===== src/rtl/ps2_key_serializer.sv =====
// ps2_key_serializer: turns MiSTer ps2_key toggle events into a PS/2 device clock/data stream.
// Latency: event to FIFO 1 cycle; FIFO to start bit 2 cycles when idle; frame 22*HALF cycles plus GAP_CYCLES idle.
// Backpressure: HOST_INHIBIT defers/aborts frames; a full FIFO drops the whole event and pulses OVERFLOW. Option macro: PS2_TYPEMATIC_EN.
module ps2_key_serializer #(
    parameter int CLK_HZ     = 50_000_000,
    parameter int PS2_HZ     = 12_500,
    parameter int FIFO_DEPTH = 8,
    parameter int GAP_CYCLES = 4000
`ifdef PS2_TYPEMATIC_EN
    ,
    parameter int TM_DELAY   = 25_000_000,
    parameter int TM_PERIOD  = 4_600_000
`endif
) (
    input  logic        CLK50MHZ,
    input  logic        COCO_RESET_N,
    input  logic [10:0] PS2_KEY,
    input  logic        HOST_INHIBIT,
    output logic        PS2_CLK,
    output logic        PS2_DATA,
    output logic        BUSY,
    output logic        OVERFLOW
);
    localparam int HALF = CLK_HZ / (2 * PS2_HZ);
    localparam int AW   = $clog2(FIFO_DEPTH);
    localparam int PW   = AW + 1;
    localparam int TMAX = (HALF > GAP_CYCLES) ? HALF : GAP_CYCLES;
    localparam int CW   = $clog2(TMAX + 1);

    typedef enum logic [2:0] {IDLE, LOAD, BIT_HI, BIT_LO, GAP} state_t;

    // ---------------- event detect ----------------
    logic key_q;
    logic primed;
    logic evt;

    assign evt = primed && (PS2_KEY[10] != key_q);

    always_ff @(posedge CLK50MHZ or negedge COCO_RESET_N) begin
        if (!COCO_RESET_N) begin
            key_q  <= 1'b0;
            primed <= 1'b0;
        end else begin
            key_q  <= PS2_KEY[10];
            primed <= 1'b1;
        end
    end

    // ---------------- set-2 expansion ----------------
    logic [2:0][7:0] ev_b;
    logic [1:0]      ev_n;

    always_comb begin
        ev_b = {PS2_KEY[7:0], PS2_KEY[7:0], PS2_KEY[7:0]};
        ev_n = 2'd1;
        if (PS2_KEY[8] && !PS2_KEY[9]) begin
            ev_b[0] = 8'hE0;
            ev_b[1] = 8'hF0;
            ev_n    = 2'd3;
        end else if (PS2_KEY[8]) begin
            ev_b[0] = 8'hE0;
            ev_n    = 2'd2;
        end else if (!PS2_KEY[9]) begin
            ev_b[0] = 8'hF0;
            ev_n    = 2'd2;
        end
    end

`ifdef PS2_TYPEMATIC_EN
    // ---------------- typematic repeat ----------------
    localparam int TW = $clog2(((TM_DELAY > TM_PERIOD) ? TM_DELAY : TM_PERIOD) + 1);

    logic [TW-1:0] tm_cnt;
    logic          tm_armed;
    logic          tm_first;
    logic          tm_ext;
    logic [7:0]    tm_code;
    logic          tm_fire;

    // A real event in the same cycle always wins and re-arms the timer.
    assign tm_fire = tm_armed && !evt &&
                     (tm_cnt == (tm_first ? TW'(TM_DELAY - 1) : TW'(TM_PERIOD - 1)));

    always_ff @(posedge CLK50MHZ or negedge COCO_RESET_N) begin
        if (!COCO_RESET_N) begin
            tm_cnt   <= '0;
            tm_armed <= 1'b0;
            tm_first <= 1'b0;
            tm_ext   <= 1'b0;
            tm_code  <= 8'h00;
        end else if (evt) begin
            tm_armed <= PS2_KEY[9];
            tm_cnt   <= '0;
            tm_first <= 1'b1;
            tm_ext   <= PS2_KEY[8];
            tm_code  <= PS2_KEY[7:0];
        end else if (tm_armed) begin
            if (tm_fire) begin
                tm_cnt   <= '0;
                tm_first <= 1'b0;
            end else begin
                tm_cnt <= tm_cnt + TW'(1);
            end
        end
    end
`endif

    // ---------------- byte FIFO with atomic multi-byte push ----------------
    logic [7:0]      mem [FIFO_DEPTH];
    logic [PW-1:0]   wr_ptr;
    logic [PW-1:0]   rd_ptr;
    logic [PW-1:0]   used;
    logic [PW-1:0]   free;
    logic            fifo_ne;
    logic            push_req;
    logic [2:0][7:0] push_b;
    logic [1:0]      push_n;
    logic            fits;
    logic            push_ok;
    logic            pop;

    assign used    = wr_ptr - rd_ptr;
    assign free    = PW'(FIFO_DEPTH) - used;
    assign fifo_ne = (used != '0);

    always_comb begin
        push_req = evt;
        push_b   = ev_b;
        push_n   = ev_n;
`ifdef PS2_TYPEMATIC_EN
        if (!evt && tm_fire) begin
            push_req  = 1'b1;
            push_b    = {tm_code, tm_code, tm_code};
            push_n    = tm_ext ? 2'd2 : 2'd1;
            if (tm_ext) begin
                push_b[0] = 8'hE0;
            end
        end
`endif
    end

    // Space is judged before this cycle's pop so the decision never depends on the FSM.
    assign fits    = (free >= PW'(push_n));
    assign push_ok = push_req && fits;

    always_ff @(posedge CLK50MHZ) begin
        if (push_ok) begin
            for (int i = 0; i < 3; i++) begin
                if (i < int'(push_n)) begin
                    mem[wr_ptr[AW-1:0] + AW'(i)] <= push_b[i];
                end
            end
        end
    end

    always_ff @(posedge CLK50MHZ or negedge COCO_RESET_N) begin
        if (!COCO_RESET_N) begin
            wr_ptr   <= '0;
            rd_ptr   <= '0;
            OVERFLOW <= 1'b0;
        end else begin
            if (push_ok) begin
                wr_ptr <= wr_ptr + PW'(push_n);
            end
            if (pop) begin
                rd_ptr <= rd_ptr + PW'(1);
            end
            OVERFLOW <= evt && !fits;
        end
    end

    // ---------------- frame FSM ----------------
    state_t        state;
    state_t        state_nxt;
    logic [CW-1:0] cnt;
    logic [CW-1:0] cnt_nxt;
    logic [3:0]    idx;
    logic [3:0]    idx_nxt;
    logic [10:0]   frame;
    logic [7:0]    hold;
    logic          hold_vld;
    logic [7:0]    load_byte;
    logic          load;
    logic          done;

    assign load_byte = hold_vld ? hold : mem[rd_ptr[AW-1:0]];

    always_ff @(posedge CLK50MHZ or negedge COCO_RESET_N) begin
        if (!COCO_RESET_N) begin
            state    <= IDLE;
            cnt      <= '0;
            idx      <= 4'd0;
            frame    <= '0;
            hold     <= 8'h00;
            hold_vld <= 1'b0;
        end else begin
            state <= state_nxt;
            cnt   <= cnt_nxt;
            idx   <= idx_nxt;
            if (load) begin
                frame    <= {1'b1, ~^load_byte, load_byte, 1'b0};
                hold     <= load_byte;
                hold_vld <= 1'b1;
            end else if (done) begin
                hold_vld <= 1'b0;
            end
        end
    end

    always_comb begin
        state_nxt = state;
        cnt_nxt   = cnt;
        idx_nxt   = idx;
        pop       = 1'b0;
        load      = 1'b0;
        done      = 1'b0;
        PS2_CLK   = 1'b1;
        PS2_DATA  = 1'b1;
        case (state)
            IDLE: begin
                if ((fifo_ne || hold_vld) && !HOST_INHIBIT) begin
                    state_nxt = LOAD;
                end
            end
            LOAD: begin
                pop       = !hold_vld;
                load      = 1'b1;
                idx_nxt   = 4'd0;
                cnt_nxt   = '0;
                state_nxt = BIT_HI;
            end
            BIT_HI: begin
                PS2_DATA = frame[idx];
                if (HOST_INHIBIT && (idx <= 4'd9)) begin
                    state_nxt = GAP;
                    cnt_nxt   = '0;
                end else if (cnt == CW'(HALF - 1)) begin
                    state_nxt = BIT_LO;
                    cnt_nxt   = '0;
                end else begin
                    cnt_nxt = cnt + CW'(1);
                end
            end
            BIT_LO: begin
                PS2_CLK  = 1'b0;
                PS2_DATA = frame[idx];
                if (HOST_INHIBIT && (idx <= 4'd9)) begin
                    state_nxt = GAP;
                    cnt_nxt   = '0;
                end else if (cnt == CW'(HALF - 1)) begin
                    cnt_nxt = '0;
                    if (idx == 4'd10) begin
                        state_nxt = GAP;
                        done      = 1'b1;
                    end else begin
                        idx_nxt   = idx + 4'd1;
                        state_nxt = BIT_HI;
                    end
                end else begin
                    cnt_nxt = cnt + CW'(1);
                end
            end
            GAP: begin
                // After an abort the gap only starts counting once the host lets go.
                if (hold_vld && HOST_INHIBIT) begin
                    cnt_nxt = '0;
                end else if (cnt == CW'(GAP_CYCLES - 1)) begin
                    state_nxt = IDLE;
                    cnt_nxt   = '0;
                end else begin
                    cnt_nxt = cnt + CW'(1);
                end
            end
            default: begin
                state_nxt = IDLE;
            end
        endcase
    end

    assign BUSY = (state != IDLE) || fifo_ne || hold_vld;

endmodule


===== config.mk =====
export PLATFORM = sky130hd
export DESIGN_NAME = ps2_key_serializer
export DESIGN_NICKNAME = d
export VERILOG_FILES = /design/src/rtl/ps2_key_serializer.sv
export SDC_FILE = /design/constraint.sdc
export NUM_CORES = 1
export LEC_CHECK = 0
export ABC_CLOCK_PERIOD_IN_PS = 3900
export CORE_MARGIN = 5
export CORE_UTILIZATION = 61
export CTS_BUF_LIST = sky130_fd_sc_hd__clkbuf_4
export DETAILED_ROUTE_END_ITERATION = 10
export DONT_BUFFER_PORTS = 1
export PLACE_DENSITY = 0.89
export SLEW_MARGIN = 20
export SYNTH_ARGS = -nofsm -noshare
export SYNTH_HDL_FRONTEND = slang
export SYNTH_SLANG_ARGS = --single-unit
export TNS_END_PERCENT = 20

===== constraint.sdc =====
create_clock -name CLK50MHZ -period 3.9 [get_ports CLK50MHZ]
set_input_delay 0.39 -clock CLK50MHZ [delete_from_list [all_inputs] [get_ports CLK50MHZ]]
set_output_delay 0.39 -clock CLK50MHZ [all_outputs]
set_load 0.01 [all_outputs]

==> impl_metrics.py, run 1 <==
metrics = {
    "global_routing": {
        "grt_overflow": 0,
        "grt_first_pass_wirelength_um": 20700,
        "antenna_found_initial": 0,
        "grt_max_degree": 42,
        "grtUsageTotal": 0.228,
        "grt_pass1_vias": 4121,
    },
    "sta": {
        "hold_viol": 0,
        "fin_hold_ws_ns": 0.0997,
        "worst_pin_slew_ns": 1.08,
        "relSlewSlack": 0.275,
        "timing.final.crit_share": 0.925,
        "setup_ws_ns": 0.293,
        "rsz0062_at_grt": "no",
        "finalMaxSlewViolations": 0,
        "skew_ns": 0.0242,
        "fmax_mhz": 277,
        "finalSetupViolCount": 0,
        "finalSetupTns_ns": 0,
        "period_minus_slack_ns": 3.61,
    },
    "synthesis": {
        "synth_ff_type": "edfxtp_1",
        "ys_ff_latch": 105,
        "avgSynthCellArea_sq_um": 11.2,
        "ys_async_sr_fraction": 0.390,
        "yosys_warnings": 0,
        "syn_inst": 531,
        "synth_edf_count": 64,
        "syn_area_sq_um": 5960,
        "synth_nets": 565,
        "synth_cell_types": 55,
        "ys_seq_area_frac": 0.495,
    },
    "cts": {
        "cts.path.max_buffers": 2,
        "path_clk_slew_ns": 0.17,
        "cts_buffers": 9,
        "cts_root_buffer": "clkbuf_4",
        "cts_setup_buffers": 0,
        "clock_latency_ns": 0.46,
        "cts_tree": "done",
        "cts.sinks": 105,
        "htree_levels": 3,
    },
    "floorplanning": {
        "die-area_sq_um": 11800,
        "core.rowCount": 36,
        "start_util": 0.618,
        "die_x_um": 109,
        "die_h_um": 109,
        "io_pins": 18,
        "core_sq_um": 9640,
    },
    "critical_path": {
        "reg2regPathDepth": 10,
        "arrival_ns": 3.69,
        "critPathKind": "register to register",
        "critPathRequiredTime_ns": 3.98,
        "cp-start-kind": "register",
        "endpoint_kind": "register",
        "r2r_end": "mem[6][0]",
        "regToRegStartpoint": "wr_ptr[0]",
        "ff2ff_setup_slack_ns": 0.29,
        "crit_fanout": 13,
    },
    "power_and_ir_drop": {
        "switchingPower_mw": 1.03,
        "switching_share": 0.355,
        "peakVddDrop_uv": 239,
        "p_total_mw": 2.91,
        "power_frac_seq": 0.475,
        "p_per_area_nw_per_um2": 464,
        "p_leak_nw": 2.39,
        "comb_power_share": 0.348,
        "p_int_mw": 1.88,
        "clock_power_share": 0.177,
    },
    "placement": {
        "dp_hpwl_um": 9110,
        "port_buffers": 0,
        "place_ws_ns": 0.345,
        "gp_congestion": 0.937,
    },
    "route": {
        "drc": 0,
        "ant_nets": 0,
        "drt_pass1_iterations": 5,
        "vias_per_cell": 6.19,
        "dr_total_vias": 4171,
        "drtIter0Drc": 417,
        "wl_per_cell_um": 18.4,
        "wirelength_um": 12400,
    },
    "hold_path": {
        "min_path_cells": 1,
        "worstHoldStart": "PS2_KEY[6]",
        "min_to": "mem[0][6]",
        "min_path_type": "primary input to register",
    },
    "layout": {
        "final_core_util": 0.650,
        "n_antenna_cell": 0,
        "post_route_cells_drive_above_1_share": 0.133,
        "syn2layout_area_growth_pct": 5.25,
        "final_nets": 570,
    },
    "run_status": {
        "status": "finished, final reports clean",
    },
    "flow_run": {
        "drv_cap": 0,
    },
}
==> layout by cell type (no fill, tap or decap), types with 3 or more instances in the layout <==
cell and instances:
and3_1 5, or3_1 3, o21ai_0 34, xnor2_1 15, ha_1 18, inv_1 12
a21oi_1 21, or2_2 22, o22ai_1 12, xor2_1 13, nor3b_1 3, buf_4 13
or2_1 3, nor2_1 27, o31ai_1 3, mux4_2 6, a31oi_1 10, dfrtp_1 41
nand2_1 53, nand3_1 14, mux2i_1 11, o21ai_1 6, nor2b_1 39, o221a_2 8
a21boi_0 5, nand2b_1 14, edfxtp_1 64, nand4_1 4, mux4_1 11, a21o_1 6
clkbuf_4 11
==> sequential cells by signal, indices dropped and copies added, names as in the netlist, 3 cells and up <==
name and count:
mem 64, cnt 12, hold 7, idx 4, rd_ptr 4, wr_ptr 4, frame 3, state 3
==> cell usage after synthesis (6+ instances only) <==
master    instances  area share
a21o_1            6      0.0076
a21oi_1          21       0.018
a31oi_1          10       0.011
buf_2             7      0.0059
clkbuf_1         12      0.0076
dfrtp_1          41        0.17
edfxtp_1         64        0.32
ha_1             18       0.038
inv_1            12      0.0076
mux2i_1          11       0.018
mux4_1           11       0.049
mux4_2            6       0.023
nand2_1          53       0.033
nand2b_1         14       0.015
nand3_1          14       0.012
nor2_1           27       0.017
nor2b_1          39       0.041
o21ai_0          34       0.029
o21ai_1           6      0.0050
o221a_2           8       0.015
o22ai_1          12       0.013
or2_2            22       0.023
xnor2_1          15       0.022
xor2_1           13       0.019
==> stage by stage <==
step,area (sq um),std cells
after detailed placement,6100,655
after global routing,6270,674
after CTS,6270,674
after floorplan,5960,531
final,6270,674
after global placement,6100,655
==> per-layer routing <==
metal  GRT usage  up-vias  part of all wire
met4      0.0703        0             0.024
li1            -     1957                 -
met3      0.0480       30             0.056
met2       0.379      159              0.50
met5           0        -                 0
met1       0.302     2025              0.42
==> worst max-delay path by stage <==
stage                            to       from  slack (ns)  depth (start not counted)
after floorplan           mem[2][0]  rd_ptr[1]        0.35                         12
after global placement    mem[6][3]  wr_ptr[0]        0.48                         10
after global routing      mem[6][0]  wr_ptr[0]        0.06                         10
after CTS                 mem[6][0]  wr_ptr[0]        0.31                         10
after detailed placement  mem[6][3]  wr_ptr[0]        0.34                         10
final                     mem[6][0]  wr_ptr[0]        0.29                         10
==> kinds of logic after synthesis <==
kind of cell | share of synthesized area
compound gates | 0.124
fa+ha+maj | 0.0445
mux | 0.0935
simple gates | 0.170
buf+inv | 0.0275
xor+xnor | 0.0452
flops | 0.495
other cells | 0.000630
==> power by group through the flow <==
stage	sequential, mW	clock, mW	combinational, mW
4_1_cts	1.39	0.519	1.00
3_3_place_gp	1.40	0	0.953
6_report	1.38	0.514	1.01
2_1_floorplan	1.40	0	0.726
5_1_grt	1.39	0.569	1.12
3_5_place_dp	1.41	0	0.984
==> layout make-up <==
cell class                 instances  area (sq um)
fill                             758          3370
sequential                       105          2950
multi-input combinational        391          2840
tap                              133           166
timing repair buffer              16           138
clock buffer                      11          82.6
inverter                          13          48.8
clock inverter                     5          41.3
==> what timing repair did <==
item	CTS	global route
resized for setup	0	0
setup endpoints to repair	0	0
hold buffers	3	0
hold endpoints to repair	42	0
==> critical path, stage by stage (launching register included) <==
cell,delay [ns]
dfrtp_1,0.42
inv_1,0.15
ha_1,0.22
fa_1,0.44
ha_1,0.30
ha_1,0.29
a211oi_1,0.13
a21oi_4,0.21
buf_4,0.21
o21ai_1,0.13
o22ai_1,0.74
Note: power is estimated with default switching activity, not from simulation.
==> run 2, diff against run 1 <==
--- a/config.mk
+++ b/config.mk
@@ -5,14 +5,13 @@
 export SDC_FILE = /design/constraint.sdc
 export NUM_CORES = 1
 export LEC_CHECK = 0
-export ABC_CLOCK_PERIOD_IN_PS = 3900
+export ABC_CLOCK_PERIOD_IN_PS = 3480
 export CORE_MARGIN = 5
 export CORE_UTILIZATION = 61
 export CTS_BUF_LIST = sky130_fd_sc_hd__clkbuf_4
 export DETAILED_ROUTE_END_ITERATION = 10
 export DONT_BUFFER_PORTS = 1
 export PLACE_DENSITY = 0.89
-export SLEW_MARGIN = 20
 export SYNTH_ARGS = -nofsm -noshare
 export SYNTH_HDL_FRONTEND = slang
 export SYNTH_SLANG_ARGS = --single-unit
==> constraint.sdc (replaced) <==
create_clock -name CLK50MHZ -period 3.48 [get_ports CLK50MHZ]
set_input_delay 0.348 -clock CLK50MHZ [delete_from_list [all_inputs] [get_ports CLK50MHZ]]
set_output_delay 0.348 -clock CLK50MHZ [all_outputs]
set_load 0.01 [all_outputs]
==> run 2 against run 1 <==
Combinational power rose by 21%. Register-to-register slack got worse by 0.16 ns. Via count increased by 0.22%. Highest routed layer unchanged. Worst setup slack worse by 0.16 ns.
==> impl_metrics.py, run 2 (synthesis results as in run 1) <==
metrics = {
    "run_status": {
        "status": "finished, final reports clean",
    },
    "global_routing": {
        "grt_pass1_vias": 4039,
        "grtUsageTotal": 0.224,
        "grt_first_pass_wirelength_um": 20700,
        "antenna_found_initial": 0,
        "grt_max_degree": 42,
        "grt_overflow": 0,
    },
    "floorplanning": {
        "core.rowCount": 36,
        "die_h_um": 109,
        "core_sq_um": 9640,
        "io_pins": 18,
        "die_x_um": 109,
        "die-area_sq_um": 11800,
        "start_util": 0.618,
    },
    "sta": {
        "finalMaxSlewViolations": 0,
        "hold_viol": 0,
        "finalSetupViolCount": 0,
        "setup_ws_ns": 0.134,
        "relSlewSlack": 0.208,
        "period_minus_slack_ns": 3.35,
        "timing.final.crit_share": 0.961,
        "rsz0062_at_grt": "yes",
        "fmax_mhz": 299,
        "worst_pin_slew_ns": 1.18,
        "skew_ns": 0.0178,
    },
    "power_and_ir_drop": {
        "peakVddDrop_uv": 332,
        "p_per_area_nw_per_um2": 538,
        "p_leak_nw": 2.46,
    },
    "cts": {
        "cts_tree": "done",
        "cts.sinks": 105,
        "path_clk_slew_ns": 0.19,
        "clock_latency_ns": 0.47,
        "htree_levels": 3,
        "cts_buffers": 9,
        "cts.path.max_buffers": 2,
        "cts_root_buffer": "clkbuf_4",
    },
    "route": {
        "wirelength_um": 12500,
        "drtIter0Drc": 469,
        "wl_per_cell_um": 18.2,
        "drc": 0,
        "ant_nets": 0,
        "drt_pass1_iterations": 5,
        "vias_per_cell": 6.11,
        "dr_total_vias": 4180,
    },
    "layout": {
        "syn2layout_area_growth_pct": 7.79,
        "post_route_cells_drive_above_1_share": 0.149,
        "final_common_cell": "edfxtp_1",
        "final_core_util": 0.666,
        "final_cell_mix": "edfxtp_1, nand2_1, dfrtp_1, nor2b_1, o21ai_0",
        "final_nets": 580,
        "largest_reg_flops": 64,
        "n_antenna_cell": 0,
    },
    "hold_path": {
        "min_path_type": "primary input to register",
        "min_path_cells": 1,
    },
    "placement": {
        "gp_congestion": 0.930,
        "place_ws_ns": 0.183,
        "port_buffers": 0,
        "dp_hpwl_um": 9050,
    },
    "critical_path": {
        "critPathKind": "register to register",
        "arrival_ns": 3.54,
        "cp-start-kind": "register",
        "critPathRequiredTime_ns": 3.68,
        "reg2regPathDepth": 12,
        "crit_fanout": 27,
        "endpoint_kind": "register",
    },
    "flow_run": {
        "drv_cap": 0,
    },
}
-- run 2: layout make-up --
class / instances / area [sq um]
clock buffers: 9 / 67.6
clock inverters: 7 / 98.8
fillers: 742 / 3220
inverters: 13 / 48.8
multi-input cells: 391 / 2870
flip-flops and latches: 105 / 2950
well taps: 133 / 166
repair buffers: 26 / 223
-- run 2: per-layer routing --
layer,global-route usage,vias to the layer above,wire length (um)
met3,0.0379,11,771
met5,0,-,0
met2,0.384,165,6330
li1,-,1975,-
met4,0.0397,0,87
met1,0.305,2029,5290
-- run 2: final timing paths --
check                              from   endpoint  slack, ns
setup / recovery              wr_ptr[0]  mem[6][2]       0.13
min in group asynchronous  COCO_RESET_N     cnt[9]       0.30
hold reg to reg               frame[10]  frame[10]       0.51
hold / removal               PS2_KEY[6]  mem[4][6]       0.04
max in group asynchronous  COCO_RESET_N    hold[5]       2.96
setup reg to reg              wr_ptr[0]  mem[6][2]       0.13
-- run 2: critical path, cell delays in order (launching register included) --
cell and delay, ns:
dfrtp_1 0.43, inv_1 0.09, ha_1 0.21, fa_1 0.45, ha_1 0.29, ha_1 0.28
a211oi_1 0.06, buf_4 0.15, a21oi_4 0.12, buf_4 0.30, o21ai_1 0.20, o22ai_1 0.25
buf_4 0.23
-- run 2: repair_timing --
item	4_1_cts	5_1_grt
buffers inserted	0	0
resized for setup	0	3
endpoints found under the setup margin	0	10
endpoints found under the hold margin	43	13
hold buffers	4	3
-- run 2: where the power goes --
part | switching [mW] | internal, mW | total, mW
registers | 0.0468 | 1.50 | 1.55
logic | 0.748 | 0.475 | 1.22
clock network | 0.487 | 0.193 | 0.681
total | 1.28 | 2.17 | 3.45
-- run 2: stage by stage --
step / setup TNS [ns] / area [sq um] / power [mW] / cells / hold WS [ns]
floorplan: -0.606 / 5960 / 2.39 / 531 / 0.0524
global placement: 0 / 6160 / 2.69 / 661 / 0.0534
detailed placement: 0 / 6160 / 2.74 / 661 / 0.0534
CTS: 0 / 6370 / 3.44 / 681 / 0.00241
global route: -0.00244 / 6420 / 3.64 / 684 / 0.00404
finish: 0 / 6420 / 3.45 / 684 / 0.0424
